### src/rtl/alu_pkg.sv
// Shared types and constants for the ALU issue stage and its request FIFO.
package alu_pkg;

  localparam int ALU_W = 6;
  localparam int OP_W  = 2;
  localparam int TAG_W = 4;

  localparam logic [OP_W-1:0] OP_SHIFT_PLUS = 2'b00;
  localparam logic [OP_W-1:0] OP_A_PLUS_3B  = 2'b01;
  localparam logic [OP_W-1:0] OP_B_INVERSE  = 2'b10;
  localparam logic [OP_W-1:0] OP_ABS        = 2'b11;

  // One queued operation request.
  typedef struct packed {
    logic signed [ALU_W-1:0] a;
    logic signed [ALU_W-1:0] b;
    logic [OP_W-1:0]         op;
    logic [TAG_W-1:0]        tag;
  } alu_req_t;

  // Output stage occupancy.
  typedef enum logic {
    OUT_EMPTY = 1'b0,
    OUT_HOLD  = 1'b1
  } out_state_t;

endpackage

### src/rtl/alu.sv
// Combinational 6-bit signed ALU; every result wraps modulo 64.
module ALU
  import alu_pkg::*;
(
  input  logic signed [ALU_W-1:0] A,
  input  logic signed [ALU_W-1:0] B,
  input  logic [OP_W-1:0]         Operator,
  output logic signed [ALU_W-1:0] Out
);

  // Operator decode; all intermediate sums are kept at ALU_W bits so they wrap.
  always_comb begin
    Out = '0;
    case (Operator)
      OP_SHIFT_PLUS: Out = (A <<< 1) + B;
      OP_A_PLUS_3B:  Out = A + (B <<< 1) + B;
      OP_B_INVERSE:  Out = -B;
      OP_ABS:        Out = A[ALU_W-1] ? -A : A;
      default:       Out = '0;
    endcase
  end

endmodule

### src/rtl/alu_issue_unit_op_fifo.sv
// Request FIFO: power-of-two depth, synchronous flush, non-popping head read.
module op_fifo
  import alu_pkg::*;
#(
  parameter int DEPTH = 4
) (
  input  logic                     clk,
  input  logic                     rst_n,
  input  logic                     flush,
  input  logic                     push,
  input  logic                     pop,
  input  alu_req_t                 wr_data,
  output alu_req_t                 head,
  output logic [$clog2(DEPTH):0]   count
);

  localparam int PTR_W = $clog2(DEPTH);
  localparam int CNT_W = PTR_W + 1;

  logic [PTR_W-1:0] wr_ptr_reg;
  logic [PTR_W-1:0] rd_ptr_reg;
  logic [CNT_W-1:0] count_reg;
  logic [CNT_W-1:0] count_next;
  alu_req_t         mem_reg [DEPTH];

  logic push_ok;
  logic pop_ok;

  // A full FIFO refuses pushes even when a pop happens in the same cycle.
  assign push_ok = push && (count_reg != CNT_W'(DEPTH)) && !flush;
  assign pop_ok  = pop && (count_reg != '0) && !flush;

  assign head  = mem_reg[rd_ptr_reg];
  assign count = count_reg;

  // Occupancy update: simultaneous push and pop cancel out.
  always_comb begin
    count_next = count_reg;
    case ({push_ok, pop_ok})
      2'b10:   count_next = count_reg + CNT_W'(1);
      2'b01:   count_next = count_reg - CNT_W'(1);
      default: count_next = count_reg;
    endcase
  end

  // Pointer and count registers; pointers wrap naturally at DEPTH.
  always_ff @(posedge clk or negedge rst_n) begin
    if (!rst_n) begin
      wr_ptr_reg <= '0;
      rd_ptr_reg <= '0;
      count_reg  <= '0;
    end else if (flush) begin
      wr_ptr_reg <= '0;
      rd_ptr_reg <= '0;
      count_reg  <= '0;
    end else begin
      if (push_ok) wr_ptr_reg <= wr_ptr_reg + PTR_W'(1);
      if (pop_ok)  rd_ptr_reg <= rd_ptr_reg + PTR_W'(1);
      count_reg <= count_next;
    end
  end

  // Entry storage; contents need no reset since count gates their use.
  always_ff @(posedge clk) begin
    if (push_ok) mem_reg[wr_ptr_reg] <= wr_data;
  end

endmodule

### src/rtl/alu_issue_unit.sv
// Issue stage: request FIFO feeding a combinational ALU, result captured
// into a handshaked output register together with its tag and flags.
module alu_issue_unit
  import alu_pkg::*;
#(
  parameter int DEPTH = 4
) (
  input  logic                     clk,
  input  logic                     rst_n,
  input  logic                     flush,
  input  logic                     in_valid,
  output logic                     in_ready,
  input  logic [ALU_W-1:0]         in_a,
  input  logic [ALU_W-1:0]         in_b,
  input  logic [OP_W-1:0]          in_op,
  input  logic [TAG_W-1:0]         in_tag,
  output logic                     out_valid,
  input  logic                     out_ready,
  output logic [ALU_W-1:0]         out_data,
  output logic [OP_W-1:0]          out_op,
  output logic [TAG_W-1:0]         out_tag,
  output logic                     out_zero,
  output logic                     out_neg,
  output logic [$clog2(DEPTH):0]   count,
  output logic [7:0]               done_count
);

  localparam int CNT_W = $clog2(DEPTH) + 1;

  alu_req_t          wr_req;
  alu_req_t          fifo_head;
  alu_req_t          alu_req;
  logic [CNT_W-1:0]  fifo_count;
  logic              fifo_empty;
  logic signed [ALU_W-1:0] alu_out;

  out_state_t        state_reg;
  out_state_t        state_next;

  logic [ALU_W-1:0]  out_data_reg;
  logic [OP_W-1:0]   out_op_reg;
  logic [TAG_W-1:0]  out_tag_reg;
  logic              out_zero_reg;
  logic              out_neg_reg;
  logic [7:0]        done_count_reg;

  logic load;
  logic deliver;

  assign wr_req = '{a: $signed(in_a), b: $signed(in_b), op: in_op, tag: in_tag};

  op_fifo #(.DEPTH(DEPTH)) u_fifo (
    .clk     (clk),
    .rst_n   (rst_n),
    .flush   (flush),
    .push    (in_valid && in_ready),
    .pop     (load),
    .wr_data (wr_req),
    .head    (fifo_head),
    .count   (fifo_count)
  );

  // in_ready depends on occupancy only, never on in_valid.
  assign fifo_empty = (fifo_count == '0);
  assign in_ready   = (fifo_count != CNT_W'(DEPTH));
  assign count      = fifo_count;

  // Idle ALU sees zeros rather than stale FIFO contents.
  assign alu_req = fifo_empty ? '0 : fifo_head;

  ALU u_alu (
    .A        (alu_req.a),
    .B        (alu_req.b),
    .Operator (alu_req.op),
    .Out      (alu_out)
  );

  assign out_valid = (state_reg == OUT_HOLD);
  assign load      = !fifo_empty && (!out_valid || out_ready) && !flush;
  assign deliver   = out_valid && out_ready && !flush;

  // Output stage next-state: flush wins, then load, then drain.
  always_comb begin
    state_next = state_reg;
    if (flush) begin
      state_next = OUT_EMPTY;
    end else begin
      case (state_reg)
        OUT_EMPTY: if (load) state_next = OUT_HOLD;
        OUT_HOLD:  if (!load && out_ready) state_next = OUT_EMPTY;
        default:   state_next = OUT_EMPTY;
      endcase
    end
  end

  // Output stage state register.
  always_ff @(posedge clk or negedge rst_n) begin
    if (!rst_n) state_reg <= OUT_EMPTY;
    else        state_reg <= state_next;
  end

  // Result register; fields change only on load, so they hold while stalled.
  always_ff @(posedge clk or negedge rst_n) begin
    if (!rst_n) begin
      out_data_reg <= '0;
      out_op_reg   <= '0;
      out_tag_reg  <= '0;
      out_zero_reg <= 1'b0;
      out_neg_reg  <= 1'b0;
    end else if (load) begin
      out_data_reg <= alu_out;
      out_op_reg   <= alu_req.op;
      out_tag_reg  <= alu_req.tag;
      out_zero_reg <= (alu_out == '0);
      out_neg_reg  <= alu_out[ALU_W-1];
    end
  end

  // Delivered-result counter; wraps at 256 and is untouched by flush.
  always_ff @(posedge clk or negedge rst_n) begin
    if (!rst_n)       done_count_reg <= '0;
    else if (deliver) done_count_reg <= done_count_reg + 8'd1;
  end

  assign out_data   = out_data_reg;
  assign out_op     = out_op_reg;
  assign out_tag    = out_tag_reg;
  assign out_zero   = out_zero_reg;
  assign out_neg    = out_neg_reg;
  assign done_count = done_count_reg;

endmodule

### config.mk
export PLATFORM = sky130hd
export DESIGN_NAME = alu_issue_unit
export DESIGN_NICKNAME = d
export VERILOG_FILES = /design/src/rtl/alu_pkg.sv /design/src/rtl/alu.sv /design/src/rtl/alu_issue_unit_op_fifo.sv /design/src/rtl/alu_issue_unit.sv
export SDC_FILE = /design/constraint.sdc
export NUM_CORES = 1
export LEC_CHECK = 0
export BUFFER_PORTS_ARGS = -buffer_cell sky130_fd_sc_hd__buf_2
export CAP_MARGIN = 20
export CORE_ASPECT_RATIO = 1.4
export CORE_MARGIN = 3
export CORE_UTILIZATION = 40
export DETAILED_ROUTE_END_ITERATION = 8
export GPL_TIMING_DRIVEN = 0
export HOLD_SLACK_MARGIN = 0.02
export PLACE_DENSITY_LB_ADDON = 0.12
export SETUP_SLACK_MARGIN = 0.05
export SLEW_MARGIN = 20
export SYNTH_ARGS = -nofsm -noshare
export SYNTH_HDL_FRONTEND = slang
export SYNTH_HIERARCHICAL = 1
export SYNTH_SLANG_ARGS = --single-unit
### constraint.sdc
create_clock -name clk -period 7.7 [get_ports clk]
set_input_delay 1.155 -clock clk [delete_from_list [all_inputs] [get_ports clk]]
set_output_delay 1.155 -clock clk [all_outputs]
set_load 0.01 [all_outputs]
## Word-level counts from Yosys, hierarchy flattened

Memories as Yosys holds them, arrays and structs flattened.
Cells that the tools add are included.

| word-level totals | value |
|---|---|
| memory bits (writable) | 72 |
| register bits | 30 |
| memories | 1 |
| output and inout bits | 27 |
| input port bits | 23 |

| cells by class | value |
|---|---|
| bitwise gates (word level) | 1 |
| mux-type cells | 15 |
| reduce and logical (&&, ||, !) cells | 22 |
| add/subtract/negate cells | 10 |
| equal/unequal tests | 6 |

Memories:

| memory | depth | bits a word | rd ports | clocked after Yosys merged registers in | wr ports | line | RTL |
|---|---|---|---|---|---|---|---|
| u_fifo.mem_reg | 4 | 18 | 1 | 0 | 1 | alu_issue_unit_op_fifo.sv:24 | `alu_req_t mem_reg [DEPTH];` |

Operator list:

| operator | number |
|---|---|
| $pmux 6 s4 | 1 |
| $add 6x6->6 | 3 |
| $mux 18 | 1 |
| $neg 6->6 | 2 |
| $logic_and 1x1->1 | 10 |
| $add 8x1->8 const B | 1 |
| $mux 2 | 4 |
| $eq 2x2->1 const B | 3 |
| $logic_not 6->1 | 1 |
| $mux 6 | 1 |
| $pmux 3 s2 | 1 |
| $reduce_bool 3->1 | 2 |
| $mux 1 | 5 |
| $add 2x1->2 const B | 2 |
| $eq 2x1->1 const B | 2 |
| $logic_not 1->1 | 4 |
| $reduce_bool 2->1 | 2 |
| $add 3x1->3 const B | 1 |
| $logic_not 3->1 | 1 |
| $mux 3 | 1 |
| $ne 3x3->1 const B | 1 |
| $sub 3x1->3 const B | 1 |
| $logic_not 2->1 | 1 |
| $pmux 1 s2 | 1 |
| other kinds (2) | 2 |

## Longest topological paths before layout

| logic depth | value |
|---|---|
| depth in word-level cells | 9 |
| mapped depth | 16 |
| mapped depth without buffers | 14 |

## Cells and area by module

Netlist, hierarchy kept.

Modules (own cells, without submodules):

| module | area each (µm²) | times used | cells an instance |
|---|---|---|---|
| op_fifo | 3,131.8 | 1 | 157 |
| alu_issue_unit | 1,082.3 | 1 | 81 |
| ALU | 737.0 | 1 | 79 |

## Worst setup path before layout

Ideal clock, no wire load.

| path | value |
|---|---|
| path type | reg2reg |
| start point | register u_fifo.rd_ptr_reg[0] |
| end point | register out_zero_reg, in the netlist out_zero |
| path buffers | 1 |
| stages on the path, launching flop included | 12 |
| path slack | 3.836 ns |
| clock period less this slack | 3.864 ns |
| data required time | 7.636 ns |
| data arrival time | 3.800 ns |
| cell sequence | dfrtp_1 -> buf_2 -> mux4_2 -> and2b_2 -> fa_1 -> ha_1 -> fa_1 -> xor2_1 -> mux4_2 -> or4_1 -> nor3_1 -> mux2_4 |

RTL lines:

| what | line | RTL |
|---|---|---|
| from (decl) | alu_issue_unit_op_fifo.sv:21 | `logic [PTR_W-1:0] rd_ptr_reg;` |
| from (signal assigned) | alu_issue_unit_op_fifo.sv:58 | `if (pop_ok) rd_ptr_reg <= rd_ptr_reg + PTR_W'(1);` |
| to (signal assigned) | alu_issue_unit.sv:114 | `out_zero_reg <= (alu_out == '0);` |
| to (decl) | alu_issue_unit.sv:43 | `logic out_zero_reg;` |

==> run_results.csv <==
group,metric,value,unit
timing,clock.fmax,230,MHz
grt,antenna_found_initial,0,
timing,drv_slew,0,
floorplanning,rows,47,
critical_path,crit_fanout,11,
timing,finalHoldViolCount,0,
critical_path,path_class,"flop to flop",
run_status,status,"finished, final reports clean",
route,drc,0,
power_and_ir_drop,peakVddDrop,145,uV
clock_tree,cts.sinks,101,
timing,tightest_slew,1040,ps
route,viasPerCell,5.09,
timing,fin_ws,3350,ps
critical_path,arrival,4640,ps
grt,grt_max_degree,30,
job,max_cap_viol_count,0,
grt,grt_pass1_wl,14.6,mm
floorplanning,fp.dieW,100,um
floorplanning,die_area,13800,sq um
power_and_ir_drop,p_leak,0.00226,uW
yosys,ys_types,50,
route,wl_per_cell,17.0,um
yosys,synth_nets,363,
power_and_ir_drop,p_per_area,381,nW/um^2
clock_tree,clockRootBuffer,"clkbuf_16",
critical_path,slowest_delay,670,ps
floorplanning,fp.dieH,138,um
critical_path,start_kind,"flop",
timing,rsz0062_at_grt,"no",
clock_tree,hold_buffers,0,
critical_path,end_kind,"flop",
clock_tree,cts-resized-gates,0,
yosys,ys_ff_latch,101,
clock_tree,cts_buffers,9,
final_layout,largest_reg_flops,72,
route,dr.pass1.iters,6,
clock_tree,clkSlewWorstSetupHoldPaths,70,ps
final_layout,num_antenna_cells,0,
timing,period_minus_slack,4350,ps
timing,fin_crit_sh,56.6,%
placement,dp_worst_setup_slack,3300,ps
clock_tree,clk_latency,340,ps
yosys,synth_cells,317,
yosys,synth_ff_type,"edfxtp_1",
yosys,synth-edff-count,72,
yosys,synth.avg_cell_area,15.6,sq um
floorplanning,start_util,41.5,%
yosys,synth_seq_area_share,58.3,%
timing,slew_headroom,30.5,%
yosys,synth_area,4950,sq um
clock_tree,post_cts_buffers,0,
yosys,yosys_warnings,6,
yosys,async_flop_share,28.7,%
route,drt-initial-drc-count,64,
timing,finalSetupViolCount,0,
placement,io_buffers,49,
placement,hpwl,6.25,mm
final_layout,num-nets-final,423,
clock_tree,clockBufferDepth,2,
clock_tree,htreeDepth,3,
grt,grt_overflow,0,
critical_path,cpMaxStageDelayCell,"nor2b_1",
route,vias,2694,
floorplanning,ioPinCount,50,
route,postRouteAntennaNets,0,
timing,finClkSkew,6.68,ps
final_layout,area_growth,14.8,%
grt,grtUsageTotal,14.1,%
final_layout,layout-drive-gt1-share,32.5,%
timing,fin_setup_tns,0,ps
floorplanning,design.core.area,11900,sq um
clock_tree,cts_tree,"yes",
grt,grt_pass1_vias,2804,
placement,gp_congestion,0.788,
critical_path,crit_chain,"nor3_4, clkbuf_1, nor2b_1, fa_1, fa_1, a21o_1, a21oi_1, xnor2_1, a21oi_1, a211oi_2, or4_1, nor3_1, mux2_4",
hold_path,hp-class,"flop to flop",
route,routed_wl,8.99,mm
critical_path,required,7980,ps
## final timing paths
kind                                       from              endpoint  slack [ps]  cells past startpoint
worst max-delay path            u_fifo/count[0]              out_zero        3350                     13
worst min-delay path              done_count[7]         done_count[7]         460                      1
worst max register to register  u_fifo/count[0]              out_zero        3350                     13
worst min register to register    done_count[7]         done_count[7]         460                      1
max in group asynchronous                 rst_n  u_fifo/rd_ptr_reg[1]        6420                      1
min in group asynchronous                 rst_n           out_data[4]         840                      1
## cell usage in the layout (no fill, tap or decap), types with 2 or more instances in the layout
master	n
xnor2_1	16
a21o_1	4
mux2_4	9
o21ai_0	6
edfxtp_1	72
a2111oi_0	2
and2b_2	6
buf_2	54
mux2i_1	2
and2_1	5
ha_1	16
nor2_1	15
dfrtp_1	29
fa_1	7
clkbuf_8	2
clkbuf_16	9
clkbuf_1	2
inv_6	2
mux4_2	22
clkinv_8	2
a21oi_1	12
nand3_1	5
o21ai_1	2
or3_1	2
nand2b_1	4
inv_1	11
nand2_1	8
nor3_1	4
clkinv_4	2
nor2b_1	10
xor2_1	11
mux2_2	5
buf_4	2
## Yosys cell counts, types with 8 or more instances
| cell | n | area share (%) |
|---|---|---|
| dfrtp_1 | 29 | 15 |
| mux4_2 | 22 | 10 |
| xnor2_1 | 16 | 2.8 |
| nor2b_1 | 10 | 1.3 |
| nor2_1 | 15 | 1.1 |
| ha_1 | 16 | 4.0 |
| nand2_1 | 8 | 0.61 |
| xor2_1 | 11 | 1.9 |
| inv_1 | 11 | 0.83 |
| mux2_4 | 9 | 2.7 |
| a21oi_1 | 12 | 1.2 |
| edfxtp_1 | 72 | 44 |
## worst max-delay path: cells and delay by family (launching register included)
family                   cells  cell delay [ps]
AND/OR/NAND/NOR              4             1440
adder cells (fa/ha/maj)      2             1090
AO/OA/AOI/OAI                4              640
flip-flops                   1              610
buffers and inverters        1              250
multiplexers                 1              160
XOR/XNOR                     1              100
## layout make-up
class | instances | area [sq um]
plain buffers | 12 | 95.1
inverters | 13 | 48.8
multi-input cells | 191 | 1920
flip-flops and latches | 101 | 2890
fillers | 1067 | 6250
clock buffers | 9 | 225
well taps | 147 | 184
repair buffers | 49 | 245
clock inverters | 7 | 78.8
## through the flow
| stage | hold slack, ps | cells | utilization (%) | power, uW | cell area (sq um) |
|---|---|---|---|---|---|
| final | 461 | 529 | 47.6 | 2170 | 5680 |
| after detailed placement | 456 | 513 | 45.1 | 1750 | 5380 |
| after global routing | 495 | 529 | 47.6 | 2330 | 5680 |
| after floorplan | 504 | 317 | - | 1510 | 4950 |
| after CTS | 470 | 529 | 47.6 | 2200 | 5680 |
| after global placement | 458 | 513 | 45.1 | 1730 | 5380 |
## report_power, final
group | total, uW | switching [uW] | internal (uW)
Combinational | 985 | 487 | 498
Clock | 447 | 216 | 231
Sequential | 734 | 60.3 | 674
## cell families (layout without fill, tap and decap cells)
group | after synthesis | in the layout | share of synthesized area [%]
buf+inv | 25 | 90 | 2.91
xor+xnor | 28 | 28 | 5.10
simple gates | 69 | 69 | 8.34
fa+ha+maj | 23 | 23 | 6.87
flops | 101 | 101 | 58.3
compound gates | 33 | 33 | 4.17
mux | 38 | 38 | 14.3
## metal layers
layer	part of all wire [%]	track usage [%]
met5	0	0
met3	3.8	3.19
met4	2.3	6.59
met1	43	17.1
met2	51	23.9
(Power assumes the default switching activity.)
